### config.mk
export PLATFORM = sky130hd
export DESIGN_NAME = output_port_allocator
export DESIGN_NICKNAME = d
export VERILOG_FILES = /design/src/rtl/router_pkg.sv /design/src/rtl/rr_arbiter.sv /design/src/rtl/output_port_allocator.sv
export SDC_FILE = /design/constraint.sdc
export NUM_CORES = 1
export LEC_CHECK = 0
export CORE_MARGIN = 2
export CORE_UTILIZATION = 35
export CTS_CLUSTER_SIZE = 24
export DETAILED_ROUTE_END_ITERATION = 6
export GPL_TIMING_DRIVEN = 0
export PLACE_DENSITY = 0.68
export SLEW_MARGIN = 10
export SYNTH_ARGS = -nofsm -noshare
export SYNTH_HDL_FRONTEND = slang
export SYNTH_SLANG_ARGS = --single-unit
### constraint.sdc
create_clock -name clk -period 6.1 [get_ports clk]
set_clock_uncertainty 0.1 [all_clocks]
set_input_delay 1.83 -clock clk [delete_from_list [all_inputs] [get_ports clk]]
set_output_delay 1.83 -clock clk [all_outputs]
set_load 0.005 [all_outputs]
### src/rtl/router_pkg.sv
// Shared router types: flit layout, flit/port/state encodings and common sizes.
package router_pkg;
    localparam int FLIT_SIZE     = 19;
    localparam int NUM_OF_FLITS  = 4;
    localparam int NUM_OF_INPUTS = 5;
    localparam int DATA_W        = 16;

    typedef enum logic [1:0] {
        NONE_FLIT = 2'd0,
        HEAD_FLIT = 2'd1,
        BODY_FLIT = 2'd2,
        TAIL_FLIT = 2'd3
    } FLIT_TYPE_t;

    typedef struct packed {
        logic              valid;
        FLIT_TYPE_t        flit_type;
        logic [DATA_W-1:0] data;
    } FLIT_t;

    typedef enum logic [1:0] {
        IDLE    = 2'd0,
        ROUTING = 2'd1,
        ACTIVE  = 2'd2,
        WAITING = 2'd3
    } GLOBAL_STATE_t;

    typedef enum logic [2:0] {
        LOCAL = 3'd0,
        NORTH = 3'd1,
        SOUTH = 3'd2,
        EAST  = 3'd3,
        WEST  = 3'd4
    } PORT_T;

    function automatic logic is_head(FLIT_t f);
        return f.valid && (f.flit_type == HEAD_FLIT);
    endfunction
endpackage

### src/rtl/rr_arbiter.sv
// N-way round-robin arbiter: one-hot grant to the first requester at or above ptr, wrapping.
module rr_arbiter #(
    parameter int N     = 5,
    parameter int PTR_W = (N > 1) ? $clog2(N) : 1
) (
    input  logic [N-1:0]     req,
    input  logic [PTR_W-1:0] ptr,
    output logic [N-1:0]     gnt
);
    logic [PTR_W-1:0] idx;
    logic             found;

    always_comb begin
        gnt   = '0;
        found = 1'b0;
        idx   = '0;
        for (int k = 0; k < N; k++) begin
            idx = PTR_W'((int'(ptr) + k) % N);
            if (!found && req[idx]) begin
                gnt[idx] = 1'b1;
                found    = 1'b1;
            end
        end
    end
endmodule

### src/rtl/output_port_allocator.sv
// Per-output switch allocator: round-robin packet grant, held head to tail, flit mux onto the link.
module output_port_allocator
    import router_pkg::*;
#(
    parameter int N_IN = NUM_OF_INPUTS
) (
    input  logic                      clk,
    input  logic                      rst,
    input  logic [N_IN-1:0]           in_req,
    input  logic [N_IN*FLIT_SIZE-1:0] in_flit,
    output logic [N_IN-1:0]           in_ack,
    output logic [FLIT_SIZE-1:0]      out_flit,
    output logic                      out_valid,
    input  logic                      out_ready,
    output logic [N_IN-1:0]           grant,
    output logic [1:0]                state_o,
    output logic                      proto_err
);
    localparam int         PTR_W    = (N_IN > 1) ? $clog2(N_IN) : 1;
    localparam logic [1:0] LAST_PTR = 2'(NUM_OF_FLITS - 1);

    GLOBAL_STATE_t    state_q, state_d;
    logic [N_IN-1:0]  grant_q, grant_d;
    logic [PTR_W-1:0] rr_ptr_q, rr_ptr_d;
    logic [1:0]       flit_ptr_q, flit_ptr_d;
    logic             proto_err_q, proto_err_d;

    FLIT_t            flits [N_IN];
    logic [N_IN-1:0]  eligible, arb_gnt;
    FLIT_t            g_flit;
    logic             g_req;
    logic [PTR_W-1:0] g_idx;
    logic             xfer, is_tail, mid_type_err, frame_err, release_pkt;

    always_comb begin
        for (int i = 0; i < N_IN; i++) begin
            flits[i]    = FLIT_t'(in_flit[i*FLIT_SIZE +: FLIT_SIZE]);
            eligible[i] = in_req[i] && is_head(flits[i]);
        end
    end

    rr_arbiter #(.N(N_IN), .PTR_W(PTR_W)) u_arb (
        .req (eligible),
        .ptr (rr_ptr_q),
        .gnt (arb_gnt)
    );

    // Owner select; everything collapses to zero while no grant is held.
    always_comb begin
        g_flit = '0;
        g_req  = 1'b0;
        g_idx  = '0;
        for (int i = 0; i < N_IN; i++) begin
            if (grant_q[i]) begin
                g_flit = flits[i];
                g_req  = in_req[i];
                g_idx  = PTR_W'(i);
            end
        end
    end

    always_comb begin
        out_valid    = g_req && g_flit.valid;
        xfer         = out_valid && out_ready;
        is_tail      = (g_flit.flit_type == TAIL_FLIT);
        mid_type_err = ((g_flit.flit_type == HEAD_FLIT) || (g_flit.flit_type == NONE_FLIT))
                       && ((flit_ptr_q == 2'd1) || (flit_ptr_q == 2'd2));
        frame_err    = xfer && ((is_tail && (flit_ptr_q != LAST_PTR))
                                || (!is_tail && (flit_ptr_q == LAST_PTR))
                                || mid_type_err);
        release_pkt  = xfer && (is_tail || (flit_ptr_q == LAST_PTR));
    end

    always_ff @(posedge clk) begin
        if (rst) begin
            state_q     <= IDLE;
            grant_q     <= '0;
            rr_ptr_q    <= '0;
            flit_ptr_q  <= '0;
            proto_err_q <= 1'b0;
        end else begin
            state_q     <= state_d;
            grant_q     <= grant_d;
            rr_ptr_q    <= rr_ptr_d;
            flit_ptr_q  <= flit_ptr_d;
            proto_err_q <= proto_err_d;
        end
    end

    always_comb begin
        state_d     = state_q;
        grant_d     = grant_q;
        rr_ptr_d    = rr_ptr_q;
        flit_ptr_d  = flit_ptr_q;
        proto_err_d = frame_err;
        case (state_q)
            IDLE: begin
                if (|eligible) begin
                    grant_d = arb_gnt;
                    state_d = ACTIVE;
                end
            end
            ACTIVE: begin
                if (release_pkt) begin
                    grant_d    = '0;
                    state_d    = IDLE;
                    flit_ptr_d = '0;
                    rr_ptr_d   = (g_idx == PTR_W'(N_IN - 1)) ? '0 : g_idx + 1'b1;
                end else if (xfer) begin
                    flit_ptr_d = flit_ptr_q + 2'd1;
                end
            end
            default: begin
                state_d    = IDLE;
                grant_d    = '0;
                flit_ptr_d = '0;
            end
        endcase
    end

    // WAITING is derived from the live handshake, not stored.
    always_comb begin
        grant     = grant_q;
        proto_err = proto_err_q;
        in_ack    = xfer ? grant_q : '0;
        out_flit  = g_flit;
        if (state_q == IDLE)
            state_o = IDLE;
        else if (out_valid && !out_ready)
            state_o = WAITING;
        else
            state_o = ACTIVE;
    end
endmodule

==> impl_metrics.csv, run 1 <==
group,metric,value,unit
status,outcome,"complete, no violations",
timing,worst_pin_slew,1.03,ns
job,cap_viol_max_count,0,
global_route,grt_pass1_vias,3955,
floorplanning,pin_count,136,
finish,drive_gt1_share,6.01,%
setup_path,path_max_fanout,7,
floorplanning,initial_core_util,36.6,%
finish,diodes,0,
global_route,antenna_found_initial,0,
timing,min_period,5.62,ns
timing,relSlewSlack,31.1,%
cts,clock-sinks,12,
synth,ys_types,83,
global_route,grt_overflow,0,
synth,avgSynthCellArea,6.98,um^2
cts,cts_buffers,3,
setup_path,critPathArrivalTime,3.69,ns
synth,syn_inst,461,
global_route,grt_max_degree,14,
timing,fin_crit_sh,92.1,%
setup_path,critical_path_required,4.17,ns
timing,rsz0062_at_grt,"false",
setup_path,end_kind,"output port",
synth,syn_area,3220,um^2
global_route,grt_pass1_wl,20.6,mm
cts,cts_buffer_depth,2,
synth,yosysWarnings,0,
timing,finalSetupTns,0,ns
timing,setup_viol,0,
floorplanning,dieArea,9980,um^2
drt,ant_nets,0,
synth,ys_ff_latch,12,
place,gp_congestion,0.990,
drt,routed_via_density,5.95,
timing,hold_viol_final,0,
setup_path,crit_start,"in_flit[37]",
floorplanning,coreArea,8810,um^2
worst_hold_path,hp-start,"flit_ptr_q[1]",
pwr,irDropWorstVdd,0.0000585,V
timing,drv_slew,0,
synth,synthTopCellsByArea,"ha_1, dfxtp_1, nor2_1, a221oi_1, a22oi_1",
setup_path,critPathLaunchType,"input port",
pwr,p_leak,1.68,nW
synth,synth_largest_area_cell,"ha_1",
floorplanning,die_x,99.9,um
setup_path,r2r_start,"rr_ptr_q[0]",
worst_hold_path,worstHoldPathType,"register to register",
drt,dr.pass1.iters,5,
drt,routed_wl,13.4,mm
floorplanning,row_count,34,
cts,clk-insertion-delay-late,0.25,ns
drt,dr.first_iter.drc_count,289,
finish,area_growth,47.8,%
drt,via_count,4210,
place,dpl.hpwl,11.1,mm
cts,ctsResizeCount,0,
drt,wl_per_cell,19.0,um
global_route,track_usage,25.8,%
synth,synth_common_cells,"nor2_1, nand2_1, o21ai_0",
synth,synth-edff-count,0,
cts,path_clk_slew,0.06,ns
place,portBuffers,135,
synth,synth_top_area_share,9.72,%
cts,cts_tree,"built",
synth,synth_nets,590,
setup_path,path_class,"input port to output port",
timing,max_freq,0.178,GHz
pwr,power.total,0.355,mW
synth,asyncSetResetFlopFracSynth,0,%
pwr,p_per_area,74.6,nW/um^2
synth,synth_most_common_cell,"nor2_1",
cts,cts_root_buffer,"clkbuf_8",
synth,synthFlopType,"dfxtp_1",
cts,h-tree-depth,1,
synth,ys_seq_area_share,7.46,%
drt,drc,0,
finish,layout.nets,729,
floorplanning,die_y,99.9,um
## worst max-delay path: stages
cell and delay [ns]:
clkdlybuf4s50_1 0.51, a22oi_1 0.09, o21ai_1 0.22, a41o_1 0.35, and2_1 0.18, clkdlybuf4s50_1 0.51
## layout make-up
class                      instances  area, um^2
fill                             868        4050
inverter                          19        73.8
tap                              108         135
buffer                            32         141
clock buffer                       4        55.1
multi-input combinational        397        2760
sequential                        12         240
timing repair buffer             135        1350
## cell families (layout without fill, tap and decap cells)
kind of cell    after synthesis  in the layout  synth area share (%)
compound gates              173            173                  38.7
xor+xnor                     10             10                  3.30
fa+ha+maj                    26             26                  10.3
buf+inv                      52            190                  6.80
flops                        12             12                  7.46
mux                           8              8                  2.60
simple gates                180            180                  30.7
## power by group
part	switching [mW]	internal (mW)	total (mW)	leakage, nW
sequential	0.00368	0.0807	0.0844	0.0972
clock	0.0352	0.0572	0.0924	0.0288
combinational	0.0676	0.110	0.178	1.56
total	0.107	0.248	0.355	1.68
## registers in the layout, summed over array words and instances, names as in the netlist
name        flops
grant           5
rr_ptr_q        3
flit_ptr_q      2
proto_err       1
state_q         1
## timing repair
item	CTS	global route
setup endpoints to repair	0	2
setup buffers	0	0
hold buffers	0	0
## through the flow
| step | setup slack [ns] | utilization, % | area (um^2) | hold slack, ns | cells |
|---|---|---|---|---|---|
| after floorplan | 1.30 | - | 3220 | 0.336 | 461 |
| after global placement | 0.530 | 53.4 | 4710 | 0.348 | 704 |
| after detailed placement | 0.490 | 53.4 | 4710 | 0.369 | 704 |
| after CTS | 0.464 | 54.1 | 4760 | 0.377 | 708 |
| after global routing | 0.106 | 54.0 | 4760 | 0.405 | 707 |
| final | 0.482 | 54.0 | 4760 | 0.373 | 707 |
## layout by cell type (no fill, tap or decap), drive strengths merged, types with 5 or more instances in the layout
master | Yosys | routed
nand4b | 7 | 7
a221oi | 21 | 21
a21oi | 26 | 26
inv | 19 | 19
nand2b | 8 | 8
nor3 | 9 | 9
nor2 | 52 | 52
buf | 13 | 13
clkdlybuf4s50 | 0 | 135
nand2 | 39 | 39
and2 | 7 | 7
dfxtp | 12 | 12
o211ai | 10 | 10
and4b | 5 | 5
nor3b | 9 | 9
o21ai | 35 | 35
a211oi | 8 | 8
mux2i | 5 | 5
ha | 25 | 25
clkbuf | 20 | 23
o21a | 5 | 5
xnor2 | 10 | 10
nor4 | 6 | 6
nand3 | 13 | 13
nor2b | 6 | 6
a22oi | 21 | 21
a31oi | 5 | 5
## metal layers
metal  up-vias  GRT usage, %  share of wire [%]
met1      2009          34.2                 43
li1       2050             -                  -
met4         0          5.90                1.9
met2       133          44.8                 50
met3        18          3.20                5.0
met5         -             0                  0
## final timing paths
kind / end / slack, ns / depth (start not counted)
setup reg to reg: grant[1] / 0.60 / 21
setup / recovery: in_ack[2] / 0.48 / 6
hold / removal: flit_ptr_q[1] / 0.37 / 2
hold reg to reg: flit_ptr_q[1] / 0.37 / 2
(Power assumes the default switching activity.)
==> run 2: changes to the inputs <==
- CELL_PAD_IN_SITES_DETAIL_PLACEMENT: unset -> 0
- CELL_PAD_IN_SITES_GLOBAL_PLACEMENT: unset -> 1
- CORE_MARGIN: 2 -> unset
- CORE_UTILIZATION: 35 -> 30
- PLACE_DENSITY: 0.68 -> unset
- PLACE_DENSITY_LB_ADDON: unset -> 0.1
- SLEW_MARGIN: 10 -> 20
==> impl_metrics.csv, run 2 (synthesized netlist as in run 1, its figures left out) <==
group,metric,value,unit
timing,max_freq,0.176,GHz
setup_path,path_class,"register to register",
floorplanning,coreArea,10400,um^2
floorplanning,initial_core_util,31.0,%
pwr,p_clk_share,25.1,%
drt,wl_per_cell,18.5,um
global_route,grt_pass1_vias,3999,
finish,area_growth,48.9,%
setup_path,r2r_start,"rr_ptr_q[0]",
drt,ant_nets,0,
worst_hold_path,worstHoldPathType,"register to register",
pwr,p_sw_share,28.9,%
timing,fin_crit_sh,93.1,%
global_route,grt_overflow,0,
global_route,antenna_found_initial,0,
pwr,p_leak,1.68,nW
floorplanning,row_count,37,
floorplanning,die_x,106,um
timing,hold_ws,0.362,ns
cts,clk-insertion-delay-late,0.24,ns
drt,routed_via_density,5.70,
cts,path_clk_slew,0.06,ns
pwr,irDropWorstVdd,0.0000839,V
finish,drive_gt1_share,6.18,%
finish,mostFrequentLayoutCells,"clkdlybuf4s50_1, nor2_1, nand2_1",
drt,routed_wl,13.6,mm
status,outcome,"complete, no violations",
pwr,p_int,0.248,mW
timing,relSlewSlack,32.9,%
cts,cts_root_buffer,"clkbuf_8",
finish,fin_cells,735,
timing,rsz0062_at_grt,"false",
timing,hold_viol_final,0,
pwr,p_switching,0.101,mW
floorplanning,pin_count,136,
setup_path,critical_path_required,6.15,ns
setup_path,path_max_fanout,14,
finish,layout.nets,729,
place,portBuffers,135,
floorplanning,die_y,106,um
worst_hold_path,hold_depth,2,
setup_path,reg2reg_slack,0.42,ns
finish,largest_reg_flops,5,
setup_path,critPathLaunchType,"register",
finish,diodes,0,
cts,cts_buffers,3,
setup_path,r2r_end,"grant[1]",
setup_path,ff2ff_path_depth,21,
drt,dr.pass1.iters,5,
cts,cts_buffer_depth,2,
worst_hold_path,hold_path_end,"flit_ptr_q[1]",
finish,finish.utilization,46.2,%
finish,final_common_cell,"clkdlybuf4s50_1",
timing,min_period,5.68,ns
job,cap_viol_max_count,0,
place,place_inst,732,
pwr,p_per_area,72.8,nW/um^2
timing,finalSetupTns,0,ns
pwr,pwr-share-comb,50.4,%
global_route,grt_max_degree,14,
cts,clock-sinks,12,
cts,cts_tree,"built",
pwr,seq_power_share,24.4,%
setup_path,critPathArrivalTime,5.72,ns
drt,via_count,4187,
global_route,grt_pass1_wl,21.3,mm
timing,worst_pin_slew,1.00,ns
cts,h-tree-depth,1,
worst_hold_path,hp-start,"flit_ptr_q[1]",
timing,drv_slew,0,
place,gp_congestion,0.889,
floorplanning,dieArea,11100,um^2
timing,setup_viol,0,
place,dpl.hpwl,11.0,mm
global_route,track_usage,24.1,%
drt,drc,0,
setup_path,end_kind,"register",
drt,dr.first_iter.drc_count,355,
run 2: cell counts in the layout (fill, tap and decap cells not counted):
No cell type changed its count.
run 2: per-layer routing:
layer	vias up	global-route usage, %	wire length, um
met3	15	1.48	643
li1	2053	-	-
met4	0	4.37	169
met1	1994	32.5	6040
met2	125	42.5	6720
met5	-	0	0
run 2: worst max path at each step:
stage                      startpoint        to  slack, ns  cells after the start
after floorplan           rr_ptr_q[0]  grant[1]       1.30                     22
after global placement    rr_ptr_q[0]  grant[1]       0.33                     22
after detailed placement  rr_ptr_q[0]  grant[1]       0.41                     22
after CTS                 rr_ptr_q[0]  grant[1]       0.31                     22
after global routing      rr_ptr_q[0]  grant[1]       0.15                     21
final                     rr_ptr_q[0]  grant[1]       0.42                     21
run 2: per-stage QoR:
stage	instance area (um^2)	setup slack, ns	total power, mW
after floorplan	3220	1.30	0.139
after global placement	4740	0.332	0.262
after detailed placement	4740	0.412	0.262
after CTS	4800	0.313	0.352
after global routing	4790	0.149	0.372
final	4790	0.422	0.349
run 2: cell type report:
| cell class | instances | area, um^2 |
|---|---|---|
| fill | 1084 | 5580 |
| multi-input combinational | 397 | 2760 |
| timing repair buffer | 135 | 1350 |
| clock buffer | 4 | 55.1 |
| inverter | 19 | 73.8 |
| sequential | 12 | 240 |
| buffer | 32 | 141 |
| tap | 136 | 170 |
run 2: repair_timing:
item	in CTS	in global routing
endpoints found under the setup margin	0	2
buffers inserted	0	0
hold buffers	0	0
resized for setup	0	1
run 2: power groups by stage:
| stage | clock network (mW) | logic (mW) | registers [mW] |
|---|---|---|---|
| 2_1_floorplan | 0 | 0.0542 | 0.0851 |
| 3_3_place_gp | 0 | 0.175 | 0.0869 |
| 3_5_place_dp | 0 | 0.175 | 0.0869 |
| 4_1_cts | 0.0905 | 0.176 | 0.0852 |
| 5_1_grt | 0.0947 | 0.191 | 0.0858 |
| 6_report | 0.0876 | 0.176 | 0.0853 |
run 2: worst max-delay path: stages, from the launching register on:
cell and delay [ns]:
dfxtp_1 0.48, buf_4 0.23, inv_1 0.28, ha_2 0.52, buf_2 0.24, buf_2 0.27
inv_1 0.15, ha_1 0.28, nor3b_1 0.27, a22o_1 0.21, nor2_2 0.06, inv_2 0.07
ha_1 0.17, and2b_1 0.20, o21ai_1 0.13, o21a_2 0.20, o311ai_1 0.29, a221oi_1 0.17
or4b_4 0.60, nor4_4 0.24, nand3_1 0.12, a311oi_1 0.29
==> run 3: changes to the inputs <==
- CTS_CLUSTER_DIAMETER: unset -> 200
==> results of run 3 <==
Same layout as run 2: the final DEF is identical, and so are final timing and power.
